$ cat config.mk
export PLATFORM = sky130hd
export DESIGN_NAME = counter_priority_arbiter
export DESIGN_NICKNAME = d
export VERILOG_FILES = /design/src/rtl/counter_priority_arbiter.sv
export SDC_FILE = /design/constraint.sdc
export NUM_CORES = 1
export LEC_CHECK = 0
export CAP_MARGIN = 20
export CORE_ASPECT_RATIO = 1.1
export CORE_MARGIN = 4
export CORE_UTILIZATION = 25
export CTS_BUF_LIST = sky130_fd_sc_hd__clkbuf_16
export CTS_CLUSTER_SIZE = 24
export DETAILED_ROUTE_END_ITERATION = 7
export GPL_ROUTABILITY_DRIVEN = 0
export HOLD_SLACK_MARGIN = 0.08
export PLACE_DENSITY = 0.51
export REMOVE_ABC_BUFFERS = 1
export SYNTH_ARGS = -nofsm -noshare
export SYNTH_HDL_FRONTEND = slang
export SYNTH_SLANG_ARGS = --single-unit
$ cat constraint.sdc
create_clock -name CLOCK -period 2.9 [get_ports CLOCK]
set_input_delay 0.435 -clock CLOCK [delete_from_list [all_inputs] [get_ports CLOCK]]
set_output_delay 0.435 -clock CLOCK [all_outputs]
set_load 0.02 [all_outputs]
$ cat src/rtl/counter_priority_arbiter.sv
// Eight-channel up/down pulse collector that grants one pending request at a
// time to a shared counter-increment sequencer, with a BUSY timeout.

module counter_priority_arbiter_chan (
    input  logic clk,
    input  logic rst,
    input  logic p,
    input  logic m,
    input  logic take,
    input  logic merge,
    input  logic merge_s,
    input  logic missclr,
    output logic pend_v,
    output logic pend_s,
    output logic miss
);
    logic v0, v1, s1, v2, s2, hit_pulse, hit_merge;

    always_comb begin
        // A granted request leaves the channel on the same edge, so a pulse
        // arriving alongside the grant sees an empty channel.
        v0 = take ? 1'b0 : pend_v;
        v1 = v0;
        s1 = pend_s;
        hit_pulse = 1'b0;
        if (p ^ m) begin
            if (!v0) begin
                v1 = 1'b1;
                s1 = m;
            end else if (pend_s != m) begin
                v1 = 1'b0;
            end else begin
                hit_pulse = 1'b1;
            end
        end
        v2 = v1;
        s2 = s1;
        hit_merge = 1'b0;
        if (merge) begin
            if (!v1) begin
                v2 = 1'b1;
                s2 = merge_s;
            end else if (s1 != merge_s) begin
                v2 = 1'b0;
            end else begin
                hit_merge = 1'b1;
            end
        end
    end

    always_ff @(posedge clk) begin
        if (rst) begin
            pend_v <= 1'b0;
            pend_s <= 1'b0;
            miss   <= 1'b0;
        end else begin
            pend_v <= v2;
            pend_s <= s2;
            miss   <= (miss & ~missclr) | hit_pulse | hit_merge;
        end
    end
endmodule

module counter_priority_arbiter #(
    parameter int TMO = 15
) (
    input  logic       CLOCK,
    input  logic       rst,
    input  logic       PIPXP,
    input  logic       PIPXM,
    input  logic       PIPYP,
    input  logic       PIPYM,
    input  logic       PIPZP,
    input  logic       PIPZM,
    input  logic       CDUXP,
    input  logic       CDUXM,
    input  logic       CDUYP,
    input  logic       CDUYM,
    input  logic       CDUZP,
    input  logic       CDUZM,
    input  logic       TRNP,
    input  logic       TRNM,
    input  logic       SHAFTP,
    input  logic       SHAFTM,
    input  logic       SLOT,
    input  logic       CDONE,
    input  logic [7:0] MISSCLR,
    output logic       CTROR,
    output logic       PINC,
    output logic       MINC,
    output logic [2:0] CADR,
    output logic [7:0] MISS,
    output logic       TMOERR
);
    localparam logic [0:0] IDLE = 1'b0;
    localparam logic [0:0] BUSY = 1'b1;

    logic [7:0] p_pulse, m_pulse, pend_v, pend_s, take, merge;
    logic [0:0] state;
    logic       grant_s;
    logic [2:0] gadr, sel;
    logic [7:0] cnt;
    logic       grant_fire, tmo_hit;

    assign p_pulse = {SHAFTP, TRNP, CDUZP, CDUYP, CDUXP, PIPZP, PIPYP, PIPXP};
    assign m_pulse = {SHAFTM, TRNM, CDUZM, CDUYM, CDUXM, PIPZM, PIPYM, PIPXM};

    always_comb begin
        sel = '0;
        for (int i = 7; i >= 0; i--)
            if (pend_v[i]) sel = 3'(i);
    end

    assign grant_fire = (state == IDLE) && SLOT && (|pend_v);
    // CDONE on the last allowed cycle is a normal completion, not a timeout.
    assign tmo_hit    = (state == BUSY) && !CDONE && (cnt == 8'(TMO - 1));

    generate
        for (genvar g = 0; g < 8; g++) begin : g_ch
            assign take[g]  = grant_fire && (sel == 3'(g));
            assign merge[g] = tmo_hit && (gadr == 3'(g));
            counter_priority_arbiter_chan u_chan (
                .clk     (CLOCK),
                .rst     (rst),
                .p       (p_pulse[g]),
                .m       (m_pulse[g]),
                .take    (take[g]),
                .merge   (merge[g]),
                .merge_s (grant_s),
                .missclr (MISSCLR[g]),
                .pend_v  (pend_v[g]),
                .pend_s  (pend_s[g]),
                .miss    (MISS[g])
            );
        end
    endgenerate

    always_ff @(posedge CLOCK) begin
        if (rst) begin
            state   <= IDLE;
            grant_s <= 1'b0;
            gadr    <= '0;
            cnt     <= '0;
            CTROR   <= 1'b0;
            TMOERR  <= 1'b0;
        end else begin
            CTROR  <= |pend_v;
            TMOERR <= tmo_hit;
            case (state)
                IDLE: begin
                    if (grant_fire) begin
                        state   <= BUSY;
                        grant_s <= pend_s[sel];
                        gadr    <= sel;
                        cnt     <= '0;
                    end
                end
                default: begin
                    if (CDONE || tmo_hit) state <= IDLE;
                    else                  cnt   <= cnt + 8'd1;
                end
            endcase
        end
    end

    assign PINC = (state == BUSY) && !grant_s;
    assign MINC = (state == BUSY) &&  grant_s;
    assign CADR = gadr;
endmodule

==> reports/results.ini, run 1 <==
[status]
status=completed

[global_route]
grt_max_degree=32
gr-usage-all-layers=0.126
antenna_found_initial=0
grt_overflow=0
grt_pass1_vias=3113
grt_pass1_wl_um=15100

[clock_network]
cts-root-buf=clkbuf_16
clkLatencyLatePin_ns=0.29
cts_tree=done
numCtsBuffers=5
htree_num_levels=2
cts.sinks=39
cts_setup_buffers=0
cts.repair.resized=0
holdBufCountCts=0
clkTransAtPathRegs_ns=0.06
clockBufferDepth=2

[synthesis]
ys_types=69
ys_seq_area_frac=0.243
synthFlopType=dfxtp_1
post-synth-top-area-cell=dfxtp_1
synth_area_per_cell_um2=7.43
yosysWarnings=0
synth_top_area_share=0.243
syn_inst=432
ys_async_sr_fraction=0
synth_area_um2=3210
synth-edff-count=0
ys_ff_latch=39
synthTopCellsByArea=dfxtp_1 24%, nor2_1 7.0%, a21oi_1 6.1%

[routing]
wirelength_um=9000
vias_per_cell=5.19
ant_nets=0
drt_first_pass_iters=4
post-route-drc-count=0
drtIter0Drc=227
wl_per_cell_um=14.6
vias=3193

[die]
die_w_um=116
core_um2=12600
die_h_um=127
rows=43
fp.dieArea_um2=14700
start_util=0.255
ioPinCount=43

[critical_path]
r2r_cells=6
critPathLaunchType=register
crit_type=reg2reg
crit_required_ns=3.05
crit_arrival_ns=2.43
crit_fanout=6
endpoint_kind=register

[sta]
setup_slack_ns=0.628
slew_viol_final=0
fin_hold_ws_ns=0.558
tns_ns=0
period_share=0.783
clock-skew-final_ns=0.00834
fmax_mhz=440
period_minus_slack_ns=2.27
worst_pin_slew_ns=0.745
rsz0062_at_grt=false
hold_violations=0
setup_viol=0
max-slew-margin-rel=0.496

[layout]
utilization=0.308
syn_to_final_growth_pct=20.7
antennaDiodeCount=0
finalInstanceArea_um2=3870
fillers=1379
fin_nets=487
drive_gt1_frac=0.0873

[place]
place_area_um2=3730
place.port_buffers=42
place_hpwl_um=6660
place_ws_ns=0.431

[power]
p_leak_nw=1.28
p_per_area_nw_per_um2=417
vdd_drop_max_mv=0.210

[job]
drv_cap=0

[min_path]
min_path_cells=2
hold_class=reg2reg

[state kept, by name, indices dropped and copies added, names as in the netlist]
signal	count
state	1
g_ch.u_chan.miss	8
CTROR	1
grant_s	1
g_ch.u_chan.pend_s	8
g_ch.u_chan.pend_v	8
cnt	8
TMOERR	1
CADR	3
[logic make-up after synthesis]
logic type      synth area share
mux                       0.0643
compound gates             0.264
buf+inv                   0.0819
simple gates               0.305
xor+xnor                  0.0300
fa+ha+maj                 0.0109
flops                      0.243
[cells in the final DEF, fill, tap and decap left out, types with 4 or more instances in the layout]
cell,n
a211oi_1,8
buf_4,12
nand2_1,20
nand2b_1,14
nor3_1,21
nor2b_1,13
a21oi_1,39
nand3_1,11
o211ai_1,6
a31oi_1,10
mux2_2,5
nor4_1,4
or3_1,7
a311oi_1,11
nor2_1,60
clkbuf_16,5
inv_1,21
mux2i_1,15
xor2_1,4
o21ai_0,9
dfxtp_1,39
xnor2_1,7
clkdlybuf4s50_1,42
o22ai_1,9
[per-stage QoR]
stage | instances | power [W]
3_3_place_gp | 607 | 0.00107
6_report | 615 | 0.00161
3_5_place_dp | 607 | 0.00108
4_1_cts | 615 | 0.00164
5_1_grt | 615 | 0.00171
2_1_floorplan | 396 | 0.000902
[worst max-delay path, stage by stage, from the launching register on]
cell       delay (ns)
dfxtp_1          0.33
nor4_1           0.46
nand2_2          0.25
nor4_4           0.40
maj3_1           0.25
nor2_1           0.04
a2111oi_1        0.41
[worst paths after layout]
path              slack [ns]                    end    from
setup / recovery        0.63  g_ch[3].u_chan.pend_s  cnt[7]
hold / removal          0.56                 cnt[7]  cnt[7]
setup reg to reg        0.63  g_ch[3].u_chan.pend_s  cnt[7]
hold reg to reg         0.56                 cnt[7]  cnt[7]
[layer usage]
layer	global-route usage	up-vias	part of all wire
met5	0	-	0
met4	0.0375	0	0.015
met3	0.0262	9	0.046
met2	0.212	53	0.49
met1	0.159	1508	0.45
li1	-	1623	-
[Yosys cell counts (5+ instances only)]
master	n
xnor2_1	7
or3_1	7
nor2b_1	13
nor3_1	21
nand2b_1	14
clkbuf_1	19
a31oi_1	10
buf_4	9
a21oi_1	39
a211oi_1	8
nand2_1	20
mux2i_1	15
a311oi_1	11
mux2_2	5
buf_2	5
o21ai_0	9
nor2_1	60
inv_1	21
o211ai_1	6
nand3_1	11
o22ai_1	9
dfxtp_1	39
[area by class of cell]
type	count	area, um^2	share of cell area
inverter	21	78.8	0.0204
clock buffer	5	125	0.0323
clock inverter	3	15.0	0.00388
tap	157	196	0.0507
multi-input combinational	336	2170	0.559
sequential	39	781	0.202
timing repair buffer	54	510	0.132
[power by group]
group          total [W]  switching (W)  internal (W)
clock           0.000545       0.000232      0.000313
combinational   0.000427       0.000229      0.000198
sequential      0.000641      0.0000745      0.000566
total            0.00161       0.000536       0.00108
Power figures use the tool's default switching activity.
==> inputs of run 2 (changes only) <==
- clock period: 2.9 -> 2.3 ns (I/O delays scaled with it)
==> reports/results.ini, run 2 (synthesized netlist as in run 1, its figures left out) <==
[routing]
drt_first_pass_iters=5
drtIter0Drc=217
vias=3373
post-route-drc-count=0
vias_per_cell=5.24
wirelength_um=9440
ant_nets=0
wl_per_cell_um=14.7

[die]
die_w_um=116
rows=43
core_um2=12600
fp.dieArea_um2=14700
die_h_um=127
ioPinCount=43
start_util=0.255

[sta]
max-slew-margin-rel=0.645
slew_viol_final=0
period_share=0.912
worst_pin_slew_ns=0.532
fmax_mhz=477
tns_ns=0
setup_viol=0
clock-skew-final_ns=0.00327
period_minus_slack_ns=2.10
hold_violations=0
rsz0062_at_grt=false

[layout]
antennaDiodeCount=0
utilization=0.327
syn_to_final_growth_pct=28.1
final_cell_mix=60 x nor2_1, 42 x clkdlybuf4s50_1, 40 x buf_4
final_common_cell=nor2_1
fin_cells=644
drive_gt1_frac=0.144
fin_nets=516

[clock_network]
cts.repair.resized=0
clkTransAtPathRegs_ns=0.06
cts-root-buf=clkbuf_16
holdBufCountCts=0
clkLatencyLatePin_ns=0.29
numCtsBuffers=5
htree_num_levels=2
clockBufferDepth=2
cts_setup_buffers=0
cts.sinks=39
cts_tree=done

[critical_path]
crit_arrival_ns=2.27
crit_required_ns=2.48
crit_fanout=4
crit_type=reg2reg
rr_startpoint=g_ch[0].u_chan.pend_v
r2r_slack_ns=0.20
endpoint_kind=register
critPathLaunchType=register
r2r_end=g_ch[5].u_chan.pend_s
r2r_cells=7

[place]
place.port_buffers=42
place_hpwl_um=7010
placed_cells=636

[power]
p_int_w=0.00141
switchingPower_w=0.000691
vdd_drop_max_mv=0.211
p_per_area_nw_per_um2=510
switching_share=0.329
p_clk_frac=0.325
total_power_w=0.00210
power_frac_comb=0.302
p_leak_nw=1.44
seq_power_share=0.373

[min_path]
min_path_cells=2
hold_class=reg2reg
hold_start=cnt[7]
min_to=cnt[7]

[job]
drv_cap=0

[global_route]
grt_pass1_vias=3168
antenna_found_initial=0
gr-usage-all-layers=0.129
grt_pass1_wl_um=15400
grt_overflow=0
grt_max_degree=37

[status]
status=completed

run 2: area by class of cell:
class	count	area, um^2
Clock buffer	5	125
Fill cell	1359	8480
Timing Repair Buffer	83	741
Multi-Input combinational cell	336	2180
Tap cell	157	196
Clock inverter	3	11.3
Sequential cell	39	781
Inverter	21	78.8
run 2: how the worst max path moves through the flow:
stage	startpoint	end	slack (ns)	cells past startpoint
2_1_floorplan	grant_s	g_ch[6].u_chan.pend_v	0.03	6
3_3_place_gp	CDONE	g_ch[0].u_chan.miss	-0.03	7
3_5_place_dp	CDONE	g_ch[2].u_chan.pend_s	-0.07	8
4_1_cts	cnt[7]	g_ch[1].u_chan.pend_v	0.08	7
5_1_grt	CDONE	g_ch[6].u_chan.pend_v	0.01	8
6_report	g_ch[0].u_chan.pend_v	g_ch[5].u_chan.pend_s	0.20	7
run 2: critical path, stage by stage (launching register included):
cell	delay, ns
dfxtp_1	0.37
or4_4	0.62
o31ai_4	0.23
mux2i_1	0.13
buf_4	0.16
nor3_1	0.21
mux2i_1	0.22
nor2_1	0.06
run 2: metal layers:
layer / wire [um] / share of wire / GRT usage
met1: 4310 / 0.46 / 0.168
met2: 4560 / 0.48 / 0.214
met3: 412 / 0.044 / 0.0258
met4: 156 / 0.017 / 0.0416
met5: 0 / 0 / 0
run 2: power groups by stage:
stage | combinational, W | sequential [W] | clock [W]
floorplan | 0.000327 | 0.000810 | 0
global placement | 0.000617 | 0.000797 | 0
detailed placement | 0.000628 | 0.000797 | 0
CTS | 0.000631 | 0.000783 | 0.000699
global route | 0.000696 | 0.000791 | 0.000721
finish | 0.000633 | 0.000783 | 0.000682
run 2: per-stage QoR:
| step | hold WS, ns | worst slack (ns) | cell area, um^2 |
|---|---|---|---|
| final | 0.580 | 0.202 | 4110 |
| after global routing | 0.606 | 0.0104 | 4110 |
| after CTS | 0.553 | 0.0811 | 4100 |
| after detailed placement | 0.536 | -0.0747 | 3960 |
| after global placement | 0.530 | -0.0295 | 3960 |
| after floorplan | 0.414 | 0.0270 | 3030 |
==> inputs of run 3 (changes only) <==
- CORE_UTILIZATION: 25 -> 56
- PLACE_DENSITY: 0.51 -> 0.89
- RECOVER_POWER: not set -> 50
==> reports/results.ini, run 3 (synthesized netlist as in run 1, its figures left out) <==
[critical_path]
cp_slowest_cell=nor4_1
crit_arrival_ns=2.30
cp_num_cells=7
critPathLaunchType=register
critPathTopFamily=simple AND/OR/NAND/NOR gates
cpPeakStageDelay_ns=0.44
worstPathCellList=nor4_1 > nand2_2 > nor4_2 > buf_4 > mux2i_1 > nand2_1 > a311oi_1
endpoint_kind=register
cp_num_buf_inv=1
r2r_cells=7
crit_required_ns=2.50
crit_fanout=8
crit_type=reg2reg

[job]
drv_cap=0

[clock_network]
cts_setup_buffers=0
htree_num_levels=2
cts_tree=done
cts.repair.resized=0
cts-root-buf=clkbuf_16
holdBufCountCts=0
clockBufferDepth=2
cts.sinks=39
clkLatencyLatePin_ns=0.28
numCtsBuffers=5
clkTransAtPathRegs_ns=0.06

[die]
die_w_um=80.2
die_h_um=87.4
start_util=0.587
rows=28
fp.dieArea_um2=7010
ioPinCount=43
core_um2=5470

[routing]
wl_per_cell_um=15.1
post-route-drc-count=0
vias_per_cell=6.14
drtIter0Drc=268
vias=3377
drt_first_pass_iters=8
wirelength_um=8300
ant_nets=0

[global_route]
grt_overflow=0
grt_pass1_vias=3211
grt_max_degree=38
gr-usage-all-layers=0.247
antenna_found_initial=0
grt_pass1_wl_um=14000

[layout]
syn_to_final_growth_pct=21.5
fin_nets=504
finalInstanceArea_um2=3900
utilization=0.713
final_cell_mix=60 x nor2_1, 39 x dfxtp_1, 39 x a21oi_1
drive_gt1_frac=0.118
final_common_cell=nor2_1
antennaDiodeCount=0

[min_path]
hold_class=reg2reg
min_path_cells=2

[sta]
period_share=0.914
period_minus_slack_ns=2.10
fin_hold_ws_ns=0.528
clock-skew-final_ns=0.00276
max-slew-margin-rel=0.680
setup_viol=0
fmax_mhz=476
slew_viol_final=0
rsz0062_at_grt=false
hold_violations=0
tns_ns=0
worst_pin_slew_ns=0.480

[power]
p_leak_nw=1.42
vdd_drop_max_mv=0.307
p_per_area_nw_per_um2=526
total_power_w=0.00205

[place]
place_hpwl_um=6000
place.port_buffers=42
place_area_um2=3770

[status]
status=completed

==> run 3: cell count changes in the layout (fill, tap and decap cells not counted), moves of 2 or more <==
cell / before / now
dlygate4sd3_1: 0 / 15
buf_4: 40 / 25
clkbuf_1: 0 / 3
clkinv_2: 0 / 3
clkdlybuf4s50_1: 42 / 27
clkinv_1: 2 / 0
==> run 3: per-layer routing <==
layer	wire length [um]	GRT usage	vias up
met2	3980	0.428	160
met3	586	0.0393	24
li1	-	-	1654
met5	0	0	-
met1	3530	0.294	1539
met4	206	0.120	0
==> run 3: worst paths after layout <==
path	slack [ns]	startpoint	to
worst max-delay path	0.20	cnt[5]	g_ch[1].u_chan.pend_v
worst min-delay path	0.53	CADR[0]	CADR[0]
worst max register to register	0.20	cnt[5]	g_ch[1].u_chan.pend_v
worst min register to register	0.53	CADR[0]	CADR[0]
==> run 3: tightest hold or removal path, stage by stage (launching register included) <==
cell and delay [ns]:
dfxtp_1 0.34, nand2_1 0.08, a21oi_1 0.06
==> run 3: metrics by stage <==
step                      setup WS [ns]  cells
after floorplan                  0.0270    396
final                             0.199    550
after detailed placement        -0.0592    542
after global routing             0.0290    550
after global placement         -0.00829    542
after CTS                         0.197    550
==> run 3: power breakdown <==
group / total, W / internal, W / switching, W
logic: 0.000590 / 0.000275 / 0.000315
registers: 0.000787 / 0.000714 / 0.0000724
clock network: 0.000674 / 0.000396 / 0.000279
total: 0.00205 / 0.00139 / 0.000666
==> run 3: layout make-up <==
class	instances	area, um^2
well taps	75	93.8
repair buffers	71	639
multi-input cells	336	2170
clock buffers	5	125
clock inverters	3	15.0
flip-flops and latches	39	781
inverters	21	78.8
fillers	448	1570
==> edit 1, RTL diff (flow settings as in run 3) <==
Make the reset (`rst`) asynchronous in 2 clocked blocks.
--- a/src/rtl/counter_priority_arbiter.sv
+++ b/src/rtl/counter_priority_arbiter.sv
@@ -50,3 +50,3 @@
 
-    always_ff @(posedge clk) begin
+    always_ff @(posedge clk or posedge rst) begin
         if (rst) begin
@@ -137,3 +137,3 @@
 
-    always_ff @(posedge CLOCK) begin
+    always_ff @(posedge CLOCK or posedge rst) begin
         if (rst) begin
Behaviour: differs if rst is asserted again (counterexample within 4 cycles, from zero or initial values and one cycle with rst high); with rst held inactive, the same outputs for 4 cycles.
==> edit 1 against run 3 <==
- final area rose by 6.9%
- die area rose by 5.6%
- final cell count rose by 0.91%
- sequential cell count did not move
- synthesized cell count did not move
- synthesized area rose by 6.2%
- register-to-register slack got worse by 110 ps
- wire length rose by 9.4%
- utilization barely moved
- critical path depth rose by 1
- global-route usage fell by 0.21 points
- setup slack got worse by 120 ps
- highest routed layer unchanged
Power is not compared: it rests on default switching activity, and its combinational part moved more than twofold at a synthesized area within 25%.
==> edit 1: results (changes against run 3) <==
[run_status]
status = finished, final reports clean  ; unchanged

[placement]
dpl.cell_count = 546  ; was 542
dp_hpwl_um = 6250  ; was 6000 um
io_buffers = 42  ; unchanged

[hold_path]
min-delay-path-class = reg -> reg  ; unchanged

[clocking]
cts.clk_slew.worst_paths_ps = 60  ; about the same
cts_made_buffers = 5  ; unchanged
clk_latency_ps = 280  ; about the same
cts_htree_levels = 2  ; unchanged
cts_root_buffer = clkbuf_16  ; unchanged
cts_buffer_depth = 2  ; unchanged

[logic_synthesis]
synth-seq-area-share_pct = 28.6  ; was 24.3%
synthTopCellsByArea = dfrtp_1, mux2i_1, o21ai_0, a21oi_1, nand2_1  ; was dfxtp_1, nor2_1, a21oi_1, mux2i_1, nor3_1
synthArstFlopShare_pct = 100  ; was 0%
synth.cells.most_frequent = o21ai_0, nand2_1, dfrtp_1, nor2_1, a21oi_1  ; was nor2_1, a21oi_1, dfxtp_1, inv_1, nor3_1
yosys_warnings = 0  ; unchanged
postSynthCellCount = 432  ; unchanged
synth_ff_type = dfrtp_1  ; was dfxtp_1
yosysUniqueCellTypes = 58  ; was 69

[final_layout]
drive_gt1_share_pct = 13.2  ; was 11.8%
antenna_cells = 0  ; unchanged
fillers = 425  ; was 448
final_nets = 507  ; was 504

[grt]
grt_pass1_vias = 3307  ; was 3211
grt_antenna_before_repair = 0  ; unchanged
grt_usage_pct = 24.5  ; was 24.7%
grt_pass1_wl_um = 14700  ; was 14000 um
grt_max_degree = 50  ; was 38

[critical_path]
slowest_delay_ps = 560  ; was 440 ps
crit_fanout = 4  ; was 8
cp_slowest_cell = or4bb_1  ; was nor4_1
cp.arrival_ps = 2390  ; was 2300 ps

[detailed_routing]
first_pass_iters = 6  ; was 8
wire_per_inst_um = 16.4  ; was 15.1 um
wirelength_um = 9090  ; was 8300 um
drt_iter0_markers = 215  ; was 268
post_drt_via_cell_ratio = 6.39  ; was 6.14

[timing]
slew_headroom_pct = 31.4  ; was 68.0%
fin_skew_ps = 6.07  ; was 2.76 ps

[pwr]
ir_drop_mv = 0.465
leakagePower_nw = 1.73

[edit 1: cell types whose count changed in the layout (fill, tap and decap cells not counted), sizes merged, moves of 10 or more]
cell,before,now
nand2,21,41
o21ai,13,45
nor2,61,33
nor3,22,9
dfrtp,0,39
nand3,11,21
dfxtp,39,0
[edit 1: path summary, 6_finish.rpt]
check / from / to / slack, ps / depth (start not counted)
max: CDONE / g_ch[1].u_chan.pend_v / 70 / 8
min: g_ch[2].u_chan.miss / g_ch[2].u_chan.miss / 500 / 2
max reg2reg: cnt[0] / g_ch[7].u_chan.pend_v / 90 / 8
min reg2reg: g_ch[2].u_chan.miss / g_ch[2].u_chan.miss / 500 / 2
max in group asynchronous: rst / g_ch[4].u_chan.pend_v / 830 / 3
min in group asynchronous: rst / g_ch[6].u_chan.pend_s / 820 / 3
[edit 1: routing by layer]
metal  share of wire, %  GRT usage [%]
met5                  0              0
met4                3.0           10.4
met3                5.5           3.70
met2                 51           41.8
met1                 41           29.6
[edit 1: where the power goes]
| group | internal [mW] | leakage, nW | switching, mW |
|---|---|---|---|
| sequential | 0.865 | 0.488 | 0.324 |
| combinational | 0.771 | 1.16 | 0.983 |
| clock | 0.392 | 0.0762 | 0.276 |
| total | 2.03 | 1.73 | 1.58 |
[edit 1: per-stage QoR]
| step | hold slack [ps] | setup slack (ps) | instance area, um^2 |
|---|---|---|---|
| final | 497 | 74.1 | 4170 |
| after CTS | 507 | 6.22 | 4140 |
| after floorplan | 416 | -339 | 3210 |
| after detailed placement | 491 | -261 | 4000 |
| after global routing | 527 | 1.60 | 4170 |
| after global placement | 491 | -203 | 4000 |
[edit 1: repair_timing]
item | 4_1_cts | 5_1_grt
buffers inserted | 0 | 1
setup endpoints to repair | 0 | 10
gates resized for setup | 0 | 5
[edit 1: kinds of logic (layout without fill, tap and decap cells)]
| kind of cell | Yosys count | after routing | share of synthesized area, % |
|---|---|---|---|
| AOI/OAI and AO/OA | 133 | 133 | 25.3 |
| buffers and inverters | 49 | 95 | 6.76 |
| adders and majority gates | 2 | 2 | 0.734 |
| xor gates and xnor gates | 5 | 5 | 1.29 |
| and+or+nand+nor | 171 | 171 | 27.3 |
| DFF | 39 | 39 | 28.6 |
| muxes | 33 | 33 | 10.0 |
[edit 1: area by class of cell]
type                            count  area, um^2  area share, %
Inverter                           10        37.5          0.901
Tap cell                           77        96.3           2.31
Clock buffer                        5         125           3.00
Multi-Input combinational cell    344        2230           53.5
Clock inverter                      3        12.5          0.300
Timing Repair Buffer               77         689           16.5
Sequential cell                    39         976           23.4
[edit 1: critical path: cells and delay by family]
kind            cells  cell delay [ps]
compound gates      1               70
buf+inv             3              790
mux                 2              440
simple gates        2              740
==> edit 2, RTL diff (settings of run 3) <==
Without the edit above. Change the parameter `TMO` from 15 to 7.
--- a/src/rtl/counter_priority_arbiter.sv
+++ b/src/rtl/counter_priority_arbiter.sv
@@ -64,3 +64,3 @@
 module counter_priority_arbiter #(
-    parameter int TMO = 15
+    parameter int TMO = 7
 ) (
Check against the original RTL: same outputs for any inputs over 4 cycles, from zero or initial values and one cycle with rst high; that may be too few to reach the edited logic, so the function may still have changed.
==> edit 2 against run 3 <==
- synthesized area down 0.23%
- via count rose by 6.1%
- hold slack improved by 15 ps
- wire length increased by 9.9%
- highest routed layer unchanged
- setup slack worse by 94 ps
- fmax fell by 4.3%
- total power down 1.9%
- sequential power shrank 2%
- non-clock buffer count increased by 12
- sequential cell count stayed put
- final area rose by 2.7%
- critical path depth did not move
==> edit 2: results (changes against run 3) <==
[detailed_routing]
num_vias = 3584  ; was 3377
post_drt_via_cell_ratio = 6.35  ; was 6.14
met2_length_um = 4530  ; was 3980 um
wirelength_um = 9130  ; was 8300 um
wl_met3_um = 581  ; was 586 um
drt_iter0_markers = 356  ; was 268
first_pass_iters = 5  ; was 8
wl_met1_um = 3760  ; was 3530 um

[logic_synthesis]
synth.avg_cell_area_um2 = 7.39  ; was 7.43 um^2
yosys_warnings = 0  ; unchanged
synth.cells.most_frequent = nor2_1, dfxtp_1, a21oi_1, nand2_1, nor3_1  ; was nor2_1, a21oi_1, dfxtp_1, inv_1, nor3_1
synthTopCellsByArea = dfxtp_1, nor2_1, a21oi_1, nor3_1, mux2i_1  ; was dfxtp_1, nor2_1, a21oi_1, mux2i_1, nor3_1
synth_ff_type = dfxtp_1  ; unchanged
yosysUniqueCellTypes = 73  ; was 69
synth-seq-area-share_pct = 24.4  ; was 24.3%

[grt]
grt_pass1_wl_um = 14800  ; was 14000 um
grt_antenna_before_repair = 0  ; unchanged
grt_max_degree = 24  ; was 38
grt_pass1_vias = 3327  ; was 3211
grt_usage_pct = 26.1  ; was 24.7%

[critical_path]
r2r-start = cnt[7]  ; was cnt[5]
crit_start = SLOT  ; was cnt[5]
rrSetupSlack_ps = 110  ; was 200 ps
crit_fanout = 5  ; was 8
cp.arrival_ps = 2360  ; was 2300 ps

[timing]
fin_crit_sh_pct = 95.4  ; was 91.4%
whs_ps = 543  ; was 528 ps
slew_headroom_pct = 60.8  ; was 68.0%
fin_skew_ps = 7.33  ; was 2.76 ps

[placement]
dpl-instance-area_um2 = 3840  ; was 3770 um^2
pre_cts_slack_ps = -247  ; was -59.2 ps
dp_hpwl_um = 6640  ; was 6000 um
dpl.cell_count = 556  ; was 542

[pwr]
leakagePower_nw = 1.54  ; was 1.42 nW
ir_drop_mv = 0.385  ; was 0.307 mV

[final_layout]
final_nets = 518  ; was 504
fillers = 413  ; was 448
fin_area_um2 = 4000  ; was 3900 um^2
drive_gt1_share_pct = 14.1  ; was 11.8%

[run_status]
status = finished, final reports clean  ; unchanged

[hold_path]
min-delay-start = cnt[7]  ; was CADR[0]

edit 2: cell count changes after synthesis, moves of 5 or more:
cell / before / now
nor2_1: 60 / 48
nand2_1: 20 / 29
a21oi_1: 39 / 31
nor3_1: 21 / 29
o21ai_0: 9 / 15
clkbuf_1: 19 / 14
edit 2: metal layers:
metal | track usage (%) | vias to the layer above
li1 | - | 1705
met1 | 30.5 | 1690
met2 | 47.2 | 161
met3 | 4.55 | 28
met4 | 9.68 | 0
met5 | 0 | -
edit 2: report_power, final:
part / switching, mW / total (mW) / internal (mW) / leakage (nW)
registers: 0.0553 / 0.769 / 0.714 / 0.319
clock network: 0.262 / 0.654 / 0.392 / 0.0762
logic: 0.321 / 0.589 / 0.268 / 1.15
total: 0.638 / 2.01 / 1.37 / 1.54
edit 2: critical path, stage by stage:
cell and delay (ps):
clkdlybuf4s50_1 500, or4b_4 510, o41ai_2 340, mux2i_2 350
nand2b_1 110, mux2i_1 150, nor2_1 50
edit 2: cell type report:
type                       count  area share (%)
inverter                      17            1.59
clock inverter                 3           0.313
timing repair buffer          83            18.0
multi-input combinational    342            55.1
tap                           75            2.34
sequential                    39            19.5
clock buffer                   5            3.13
edit 2: timing repair:
action | 4_1_cts | 5_1_grt
buffers inserted | 0 | 0
endpoints found under the setup margin | 0 | 6
gates resized for setup | 0 | 6
edit 2: logic make-up after synthesis:
family | count (synthesis) | synth area share, %
xor+xnor | 10 | 2.74
compound gates | 125 | 27.2
fa+ha+maj | 3 | 1.09
mux | 16 | 5.12
simple gates | 188 | 31.8
flops | 39 | 24.4
buf+inv | 52 | 7.58
edit 2: final timing paths:
kind                            to  depth (start not counted)
min reg2reg                 cnt[7]                          2
max reg2reg  g_ch[1].u_chan.pend_v                          6
min                         cnt[7]                          2
max          g_ch[5].u_chan.pend_s                          7
